$ cat config.mk
export PLATFORM = sky130hd
export DESIGN_NAME = ckpt_ras
export DESIGN_NICKNAME = d
export VERILOG_FILES = /design/src/rtl/ckpt_ras.sv
export SDC_FILE = /design/constraint.sdc
export NUM_CORES = 1
export LEC_CHECK = 0
export ABC_AREA = 1
export CORE_MARGIN = 5
export CORE_UTILIZATION = 50
export CTS_BUF_LIST = sky130_fd_sc_hd__clkbuf_2 sky130_fd_sc_hd__clkbuf_4 sky130_fd_sc_hd__clkbuf_8
export DETAILED_ROUTE_END_ITERATION = 8
export GPL_TIMING_DRIVEN = 0
export PLACE_DENSITY = 0.71
export SLEW_MARGIN = 30
export SYNTH_ARGS = -nofsm -noshare
export SYNTH_HDL_FRONTEND = slang
export SYNTH_SLANG_ARGS = --single-unit
$ cat constraint.sdc
create_clock -name clock -period 15.1 [get_ports clock]
set_clock_uncertainty 0.2 [all_clocks]
set_input_delay 3.02 -clock clock [delete_from_list [all_inputs] [get_ports clock]]
set_output_delay 3.02 -clock clock [all_outputs]
set_load 0.02 [all_outputs]
$ cat src/rtl/ckpt_ras.sv
// ckpt_ras -- return address stack with checkpoint/restore for speculative
// call/return prediction.
//
// A circular stack of DEPTH return addresses. Calls push, returns pop, and a
// push on a full stack silently overwrites the oldest entry. Checkpoint slots
// capture the post-operation top pointer, occupancy and top value so that a
// mispredicted branch can roll the stack back; only the top entry is repaired
// on restore, deeper entries are taken as they currently stand.
//
// Ports
//   clock, reset              rising-edge clock, synchronous active-high reset
//   push_valid / push_addr    call dispatched, return address to push
//   pop_valid                 return dispatched
//   save_valid / save_id      capture a checkpoint into a slot
//   free_valid / free_id      release a checkpoint slot
//   restore_valid/restore_id  roll back to a checkpoint (non-live => flush)
//   flush                     clear the stack and all checkpoints
//   pred_valid / pred_addr    stack non-empty / current top-of-stack address
//   count                     occupied entries, 0..DEPTH
//   ckpt_live                 per-slot valid bits
module ckpt_ras #(
  parameter  int XLEN     = 32,
  parameter  int DEPTH    = 8,
  parameter  int NUM_CKPT = 4,
  localparam int PW       = $clog2(DEPTH),
  localparam int CW       = PW + 1,
  localparam int IW       = (NUM_CKPT > 1) ? $clog2(NUM_CKPT) : 1
) (
  input  logic                clock,
  input  logic                reset,
  input  logic                push_valid,
  input  logic [XLEN-1:0]     push_addr,
  input  logic                pop_valid,
  input  logic                save_valid,
  input  logic [IW-1:0]       save_id,
  input  logic                free_valid,
  input  logic [IW-1:0]       free_id,
  input  logic                restore_valid,
  input  logic [IW-1:0]       restore_id,
  input  logic                flush,
  output logic                pred_valid,
  output logic [XLEN-1:0]     pred_addr,
  output logic [CW-1:0]       count,
  output logic [NUM_CKPT-1:0] ckpt_live
);

  logic [XLEN-1:0]     r_entries   [DEPTH];
  logic [PW-1:0]       r_tos;
  logic [CW-1:0]       r_cnt;
  logic [PW-1:0]       r_slot_tos  [NUM_CKPT];
  logic [CW-1:0]       r_slot_cnt  [NUM_CKPT];
  logic [XLEN-1:0]     r_slot_top  [NUM_CKPT];
  logic [NUM_CKPT-1:0] r_slot_live;

  // Result of the push/pop operation alone, before restore/flush override.
  logic [PW-1:0]   w_tos_op;
  logic [CW-1:0]   w_cnt_op;
  logic            w_push_wr;
  logic [PW-1:0]   w_push_idx;
  logic [XLEN-1:0] w_top_op;

  logic w_save_ok;
  logic w_free_ok;
  logic w_restore_hit;
  logic w_do_flush;
  logic w_do_restore;
  logic w_do_stack;

  always_comb begin
    w_tos_op   = r_tos;
    w_cnt_op   = r_cnt;
    w_push_wr  = 1'b0;
    w_push_idx = r_tos;
    if (push_valid && pop_valid && (r_cnt != '0)) begin
      // Return-then-call: replace the top in place.
      w_push_wr = 1'b1;
    end else if (push_valid) begin
      w_tos_op   = r_tos + PW'(1);
      w_push_idx = r_tos + PW'(1);
      w_push_wr  = 1'b1;
      w_cnt_op   = (r_cnt == CW'(DEPTH)) ? r_cnt : r_cnt + CW'(1);
    end else if (pop_valid && (r_cnt != '0)) begin
      w_tos_op = r_tos - PW'(1);
      w_cnt_op = r_cnt - CW'(1);
    end
    // A push always writes the new top, so the saved top value bypasses it.
    w_top_op = w_push_wr ? push_addr : r_entries[w_tos_op];
  end

  assign w_save_ok     = save_valid && (32'(save_id) < NUM_CKPT);
  assign w_free_ok     = free_valid && (32'(free_id) < NUM_CKPT);
  assign w_restore_hit = restore_valid && (32'(restore_id) < NUM_CKPT)
                         && r_slot_live[restore_id];
  // A restore that names a dead or out-of-range slot degrades to a flush.
  assign w_do_flush    = flush || (restore_valid && !w_restore_hit);
  assign w_do_restore  = !flush && w_restore_hit;
  assign w_do_stack    = !flush && !restore_valid;

  always_ff @(posedge clock) begin
    if (reset) begin
      for (int i = 0; i < DEPTH; i++) r_entries[i] <= '0;
      r_tos <= PW'(DEPTH - 1);
      r_cnt <= '0;
    end else if (w_do_flush) begin
      r_tos <= PW'(DEPTH - 1);
      r_cnt <= '0;
    end else if (w_do_restore) begin
      r_tos <= r_slot_tos[restore_id];
      r_cnt <= r_slot_cnt[restore_id];
      r_entries[r_slot_tos[restore_id]] <= r_slot_top[restore_id];
    end else begin
      r_tos <= w_tos_op;
      r_cnt <= w_cnt_op;
      if (w_push_wr) r_entries[w_push_idx] <= push_addr;
    end
  end

  always_ff @(posedge clock) begin
    if (reset) begin
      for (int s = 0; s < NUM_CKPT; s++) begin
        r_slot_tos[s] <= '0;
        r_slot_cnt[s] <= '0;
        r_slot_top[s] <= '0;
      end
      r_slot_live <= '0;
    end else if (w_do_flush) begin
      r_slot_live <= '0;
    end else begin
      for (int s = 0; s < NUM_CKPT; s++) begin
        // Save (only without a restore) beats a same-slot free.
        if (w_do_stack && w_save_ok && (32'(save_id) == s)) begin
          r_slot_tos[s]  <= w_tos_op;
          r_slot_cnt[s]  <= w_cnt_op;
          r_slot_top[s]  <= w_top_op;
          r_slot_live[s] <= 1'b1;
        end else if (w_free_ok && (32'(free_id) == s)) begin
          r_slot_live[s] <= 1'b0;
        end
      end
    end
  end

  assign pred_valid = (r_cnt != '0);
  assign pred_addr  = r_entries[r_tos];
  assign count      = r_cnt;
  assign ckpt_live  = r_slot_live;

endmodule

==> results.md, run 1 <==
Status:
- The flow ran to the end, and the final reports show no timing, DRC or antenna violations.

CTS:
- The clock slew seen by the registers of the worst setup and hold paths is 0.06 ns.
- The clock sink count is 423.
- TritonCTS built the clock tree.
- Clock latency on the worst-skew pair, taken at its later pin, is 0.65 ns.
- The H-tree was split into 3 levels.
- The number of buffers between clock root and the deepest sink is 3.
- The total of hold buffers inserted after clock tree synthesis is 0.
- The post-cts gate resize count is 0.
- Counting the buffers created by CTS gives 72.
- The number of setup buffers added after CTS is 0.
- Clock tree synthesis selected as its root buffer the cell clkbuf_8.

Logic synthesis:
- Among all flip-flop cells after synthesis, the most frequent one is edfxtp_1.
- The number of distinct library cells after synthesis is 39.
- Yosys instantiated no cell more often than edfxtp_1.
- The cell count after synthesis came out at 2445.
- The netlist area before placement is 22300 µm².
- The synthesized design contains 412 enable-type register cells.
- The async set or reset register ratio after synthesis is 0%.
- Ranked by total cell area, the synthesized netlist is headed by edfxtp_1 55%, nand3_1 6.2%, nor2_1 6.2%, a21oi_1 5.3%, o21ai_0 4.4%.
- Counting instances in the post-synthesis netlist gives the leading cell types as 412 x edfxtp_1, 367 x nor2_1, 278 x nand3_1.
- The top cell type by total area after synthesis is edfxtp_1.
- The total of flip-flops plus latches after synthesis is 423.
- The net count after synthesis is 2495.
- During synthesis, Yosys emitted a total of 0 warnings.
- The top cell type by area accounts for 55.5% of the synthesized area.
- Of the synthesized area, sequential elements account for 56.5%.
- The average instance in the mapped netlist occupies 9.12 µm².

Floorplanning:
- The area of the core is 44200 µm².
- 87 I/O pins were placed.
- The row count is 77.
- Once the floorplan was initialized, standard cells occupied 50.4% of the core.
- The die covers 48900 µm².
- The die boundary height is 221 µm.
- The width of the chip is 221 µm.

Worst hold path:
- The worst hold path belongs to the class flop to flop.

Detailed routing:
- The number of remaining DRC errors is 0.
- The number of antenna-violating nets in the routed design is 0.
- For this block, the via count after detailed routing is 20300.
- For this block, the initial DRC count from the detailed router was 3319.
- The routed via count divided by cell count is 6.23.
- The final layout contains routed wiring with a total length of 80600 µm.
- The per-cell routed wire length is 24.7 µm.
- The first detailed-routing pass ran for 8 iterations.

Global route:
- The number of global-route vias before repair is 19800.
- Entering global routing, the biggest net connects 33 pins.
- The first global-routing pass estimated 118000 µm of wire.
- The initial antenna violation count is 3.
- The final global-route overflow total is 0.
- Across every metal layer, demand over resource in global routing totals 31.4%.

Place:
- The wire-length estimate of the detail-placed layout is 56000 µm.
- The routability-driven placement congestion ratio is 0.994.
- In this run the tool buffered the top-level ports with 84 buffer cells.

STA:
- Setup repair after global routing left no endpoint under its margin.
- The worst path in the final design needs a cycle of 7.30 ns, including I/O delays and setup.
- The slew at the pin with the worst max-slew slack is 1.07 ns.
- The number of endpoints failing setup at the final stage is 0.
- Timing would allow up to 0.137 GHz.
- The final hold slack is 0.286 ns.
- The number of failing hold endpoints at the final stage was 0.
- The count of final max-slew check failures came to 0.
- The worst pin sits at a relative slew slack of 28.1%.
- After layout, the worst path uses 48.3% of the clock period.
- The total negative setup slack is 0 ns.

Pwr:
- The power density relative to cell area is 116 nW/µm².
- The reported leakage power is 0.00995 µW.
- IR analysis of the VDD net gives a maximum drop of 48.3 µV.

Setup path:
- The register-to-register setup slack is 10.20 ns.
- STA classifies the critical path startpoint as a flop.
- The capturing element type of the critical path is an output pin.
- By startpoint and endpoint, the worst setup path is classified as flop to output pin.
- The maximum net fanout on the critical path is 10.
- The endpoint arrival time on the critical path is 4.08 ns.
- STA puts the critical path data required time at 11.88 ns.

Finish:
- The area of the multi-input gates is 8040 µm².
- The synthesis-to-layout area growth is 15.3%.
- Across the whole layout, storage elements account for 12600 µm².
- After the last flow step, the layout net total stands at 2667.
- The number of inserted filler cells in the final layout is 3800.
- The ratio of cells with drive above 1 in the final layout is 11.0%.

Run:
- The max-capacitance violation count is 0.
[routing by layer]
layer  track usage (%)  up-vias  wire [µm]
li1                  -     8899          -
met4              15.0        4       3650
met1              39.9     9510      28400
met2              49.7     1615      37000
met5                 0        -         34
met3              9.21      300      11400
[registers in the layout (all words and copies together), names as in the netlist]
signal and flops:
ckpt_live 4, count 4, r_entries 256, r_slot_cnt 16
r_slot_top 128, r_slot_tos 12, r_tos 3
[per-stage QoR]
step / util (%) / std cells / worst slack, ns / instance area (µm²) / total power [µW]
final: 58.2 / 3263 / 7.80 / 25700 / 2990
after global routing: 58.2 / 3262 / 7.81 / 25700 / 3070
after CTS: 58.1 / 3262 / 8.02 / 25700 / 2960
after detailed placement: 55.0 / 3135 / 8.38 / 24300 / 1960
after global placement: 54.0 / 3121 / 5.34 / 23900 / 1940
after floorplan: - / 2445 / 8.23 / 22300 / 1720
[cell families after synthesis]
kind of cell | share of synthesized area (%)
compound gates | 14.2
fa+ha+maj | 0.224
flops | 56.5
xor+xnor | 0.118
simple gates | 21.1
buf+inv | 7.87
[path summary, 6_finish.rpt]
| check | from | endpoint | cells past startpoint |
|---|---|---|---|
| worst min-delay path | ckpt_live[0] | ckpt_live[0] | 2 |
| worst max register to register | r_tos[0] | r_entries[0][12] | 16 |
| worst max-delay path | r_tos[0] | pred_addr[31] | 6 |
| worst min register to register | ckpt_live[0] | ckpt_live[0] | 2 |
[layout by cell type (no fill, tap or decap), types with 15 or more instances in the layout]
cell type | synthesis | routed
a21oi_1 | 235 | 235
a221oi_1 | 32 | 32
a31oi_1 | 33 | 33
buf_2 | 77 | 77
buf_4 | 14 | 15
clkbuf_1 | 88 | 87
clkbuf_4 | 0 | 23
clkbuf_8 | 0 | 78
clkdlybuf4s50_1 | 0 | 84
clkinv_1 | 0 | 17
edfxtp_1 | 412 | 412
inv_1 | 218 | 218
nand2_1 | 255 | 247
nand3_1 | 278 | 278
nand3_2 | 37 | 37
nand3b_1 | 64 | 64
nor2_1 | 367 | 367
o21ai_0 | 195 | 187
o21ai_1 | 30 | 32
o221ai_1 | 32 | 32
[where the power goes]
part | leakage, µW | total (µW) | switching (µW) | internal [µW]
sequential | 0.00435 | 1350 | 16.0 | 1340
clock | 0.000736 | 1030 | 478 | 548
combinational | 0.00486 | 611 | 436 | 174
total | 0.00995 | 2990 | 931 | 2060
[cell type report]
class / instances / area share (%)
multi-input combinational: 1597 / 31.3
antenna: 1 / 0.00973
inverter: 232 / 3.40
clock inverter: 26 / 0.545
buffer: 193 / 3.43
clock buffer: 101 / 4.85
tap: 592 / 2.88
timing repair buffer: 98 / 4.66
sequential: 423 / 49.0
[worst max-delay path, stage by stage (launching register included)]
cell and delay, ns:
dfxtp_1 0.36, buf_2 0.30, buf_1 0.65, clkbuf_1 0.71, o21ai_0 0.34, a31oi_1 0.39
clkdlybuf4s50_1 0.67
(Power assumes the default switching activity.)
==> run 2: changes to the inputs <==
--- a/config.mk
+++ b/config.mk
@@ -11,7 +11,7 @@
 export CTS_BUF_LIST = sky130_fd_sc_hd__clkbuf_2 sky130_fd_sc_hd__clkbuf_4 sky130_fd_sc_hd__clkbuf_8
 export DETAILED_ROUTE_END_ITERATION = 8
 export GPL_TIMING_DRIVEN = 0
-export PLACE_DENSITY = 0.71
+export PLACE_DENSITY = 0.73
 export SLEW_MARGIN = 30
 export SYNTH_ARGS = -nofsm -noshare
 export SYNTH_HDL_FRONTEND = slang
==> constraint.sdc (replaced) <==
create_clock -name clock -period 6.05 [get_ports clock]
set_clock_uncertainty 0.2 [all_clocks]
set_input_delay 1.21 -clock clock [delete_from_list [all_inputs] [get_ports clock]]
set_output_delay 1.21 -clock clock [all_outputs]
set_load 0.02 [all_outputs]
==> results.md, run 2 (synthesis gave the netlist of run 1 again) <==
Place:
- The sum of net half-perimeters after detailed placement is 55900 µm (was 56000 µm).
- The count of buffers inserted at the top-level ports was 84 (unchanged).
- The routability-driven placement congestion ratio is 0.988 (was 0.994).
- The number of cells in the design after placement was 3135 (unchanged).
- The total placed instance area came to 24300 µm² (about the same).

STA:
- The final hold slack was 0.290 ns (was 0.286 ns).
- The number of failing hold endpoints at the final stage was 0 (unchanged).
- The total negative setup slack was 0 ns (unchanged).
- The final critical-path required period is 5.44 ns.
- The count of final max-slew check failures is 0 (unchanged).
- The worst path uses 89.8% of the clock period.
- The headroom to the max-slew limit is 31.1% (was 28.1%).
- The number of endpoints failing setup at the final stage was 0 (unchanged).
- Derived from the worst setup path, the maximum achievable clock frequency is 0.184 GHz.
- The slew at the pin with the worst max-slew slack is 1.03 ns (was 1.07 ns).
- Unrepaired setup endpoints after global routing: false (unchanged).

Floorplanning:
- The starting density of the core is 50.4% (unchanged).
- The area of the core is 44200 µm² (unchanged).
- The width of the chip is 221 µm (unchanged).
- The die boundary height is 221 µm (unchanged).
- The number of ports placed on the die boundary is 87 (unchanged).
- The row count is 77 (unchanged).
- The die outline area is 48900 µm² (unchanged).

Detailed routing:
- The routed via count divided by cell count is 6.31 (was 6.23).
- The iteration count of the initial detailed-routing pass came to 6 (was 8).
- The final routed wirelength across all metal layers is 81100 µm (was 80600 µm).
- The per-cell routed wire length came to 24.9 µm (was 24.7 µm).
- The violation count after the first detailed-route iteration is 3214 (was 3319).
- The number of antenna-violating nets in the routed design came to 0 (unchanged).
- The count of vias placed by the detailed router was 20600 (was 20300).
- The number of remaining DRC errors is 0 (unchanged).

Global route:
- The wire length of the first global-routing pass came to 119000 µm (was 118000 µm).
- The initial antenna violation count is 1 (was 3).
- The total global-route track usage was 31.8% (was 31.4%).
- The final global-route overflow total is 0 (unchanged).
- The number of global-route vias before repair is 19700 (was 19800).
- The pin count of the biggest net entering global routing is 33 (unchanged).

Finish:
- The filler-free cell count of the finished design came to 3263 (unchanged).
- The synthesis-to-layout area growth is 15.3% (about the same).
- The ratio of cells with drive above 1 in the final layout is 11.2% (was 11.0%).
- The net count of the finished layout is 2666 (was 2667).
- Top Registers: r_entries x256, r_slot_top x128, r_slot_cnt x16 (unchanged).
- The register ranked first by flip-flop count is r_entries (unchanged).
- The flip-flop count of the largest register after layout is 256 (unchanged).
- The cell area after layout was 25700 µm² (about the same).
- Commonest non-fill, non-tap cells in the layout: 412 x edfxtp_1, 367 x nor2_1, 278 x nand3_1 (unchanged).
- The number of inserted filler cells in the final layout came to 3813 (was 3800).
- The commonest non-fill, non-tap cell in the layout is edfxtp_1 (unchanged).

Pwr:
- The power density relative to cell area came to 292 nW/µm² (was 116 nW/µm²).
- The power after layout is 7510 µW (was 2990 µW).
- The share of total power in combinational logic was 20.3% (was 20.4%).
- The reported leakage power is 0.00993 µW (was 0.00995 µW).
- The share of power burned in registers came to 44.9% (was 45.2%).
- The switching power share of the total is 31.3% (was 31.1%).
- The worst vdd rail ir drop came to 171 µV (was 48.3 µV).
- The net switching power came to 2350 µW (was 931 µW).
- The clock network fraction of design power was 34.8% (was 34.3%).
- The cell-internal power was 5160 µW (was 2060 µW).

Worst hold path:
- The terminating pin of the worst hold path is ckpt_live[0] (unchanged).
- The critical hold path startpoint is ckpt_live[0] (unchanged).
- The worst hold path depth is 2 (unchanged).
- The path class of the lowest-slack min-delay path is flop to flop (unchanged).

Setup path:
- The number of cells on the worst reg-to-reg path is 16 (unchanged).
- The capture instance of the worst register-to-register path is r_entries[1][23] (was r_entries[0][12]).
- The worst endpoint required time is 4.64 ns (was 11.88 ns).
- The standard cell with the maximum stage delay on the critical path is clkdlybuf4s50_1 (was clkbuf_1).
- By instance count, the cell type seen most on the critical path is clkbuf_1.
- Critical-path cell list: buf_2 -> inv_2 -> clkbuf_1 -> clkbuf_1 -> o21ai_0 -> a31oi_1 -> clkdlybuf4s50_1 (was buf_2 -> buf_1 -> clkbuf_1 -> o21ai_0 -> a31oi_1 -> clkdlybuf4s50_1).
- The maximum net fanout on the critical path is 10 (unchanged).
- The critical path launch point type is a flop (unchanged).
- The capturing element type of the critical path is an output pin (unchanged).
- The worst stage delay on the critical path was 0.70 ns (was 0.71 ns).
- The endpoint arrival time on the critical path came to 4.03 ns (was 4.08 ns).
- The category of the critical setup timing path is flop to output pin (unchanged).
- The launch point of the worst reg-to-reg path is r_tos[0] (unchanged).
- The register-to-register setup slack was 1.31 ns (was 10.20 ns).

CTS:
- The clock slew seen by the registers of the worst setup and hold paths came to 0.06 ns (about the same).
- The TritonCTS clock tree is yes (unchanged).
- The clock sink count is 423 (unchanged).
- The total setup buffers inserted after CTS is 0 (unchanged).
- The number of buffers between clock root and the deepest sink is 3 (unchanged).
- The TritonCTS buffer count is 71 (was 72).
- The total of hold buffers inserted after clock tree synthesis is 0 (unchanged).
- The clock root buffer is clkbuf_8 (unchanged).
- The clock latency on the worst-skew pair is 0.65 ns (about the same).
- The number of H-tree branching levels is 3 (unchanged).
- The post-cts gate resize count was 0 (unchanged).

Run:
- The max-capacitance violation count is 0 (unchanged).

Status:
- Outcome: complete, no violations (unchanged).
## run 2: cell types whose count changed in the layout (fill, tap and decap cells not counted), moves of 2 or more
cell and delta:
clkinvlp_4 +2, buf_12 +2, clkbuf_4 +2, o21ai_1 -2, clkbuf_8 -2, buf_16 -3
o21ai_2 +2
## run 2: layout make-up
cell class	count	area, µm²	share of cell area (%)
multi-input cells	1597	8050	31.3
well taps	592	741	2.88
clock buffers	101	1230	4.80
clock inverters	26	168	0.652
diodes	1	2.50	0.00973
inverters	232	873	3.40
flip-flops and latches	423	12600	49.0
repair buffers	98	1170	4.55
plain buffers	193	882	3.43
## run 2: power by group through the flow
stage	Clock (µW)	Sequential [µW]	Combinational (µW)
CTS	2600	3370	1460
floorplan	0	3430	853
global route	2740	3380	1590
global placement	0	3440	1400
detailed placement	0	3430	1450
finish	2610	3370	1530
## run 2: routing by layer
| metal | up-vias | track usage, % | wire [µm] | share of wire [%] |
|---|---|---|---|---|
| met5 | - | 0 | 0 | 0 |
| met4 | 0 | 15.0 | 3690 | 4.5 |
| met3 | 306 | 6.77 | 11100 | 14 |
| met2 | 1738 | 49.8 | 36900 | 46 |
| met1 | 9632 | 42.5 | 29400 | 36 |
| li1 | 8900 | - | - | - |
## run 2: stage by stage
stage	setup slack (ns)	utilization, %
3_5_place_dp	1.25	54.9
4_1_cts	0.819	58.1
6_report	0.615	58.2
3_3_place_gp	-1.95	54.0
5_1_grt	0.682	58.2
2_1_floorplan	0.989	-
## run 2: worst max-delay path, delay by kind of cell (launching register included)
family	cells	cell delay (ns)
buffers and inverters	5	2.39
DFF	1	0.32
AOI/OAI and AO/OA	2	0.66
## run 2: worst max-delay path by stage
stage | startpoint | cells past startpoint | to
CTS | r_tos[0] | 7 | pred_addr[1]
global placement | restore_valid | 6 | r_slot_top[0][12]
finish | r_tos[0] | 7 | pred_addr[1]
global route | r_tos[0] | 7 | pred_addr[1]
detailed placement | restore_id[1] | 11 | r_entries[1][12]
floorplan | restore_valid | 5 | r_slot_cnt[0][0]
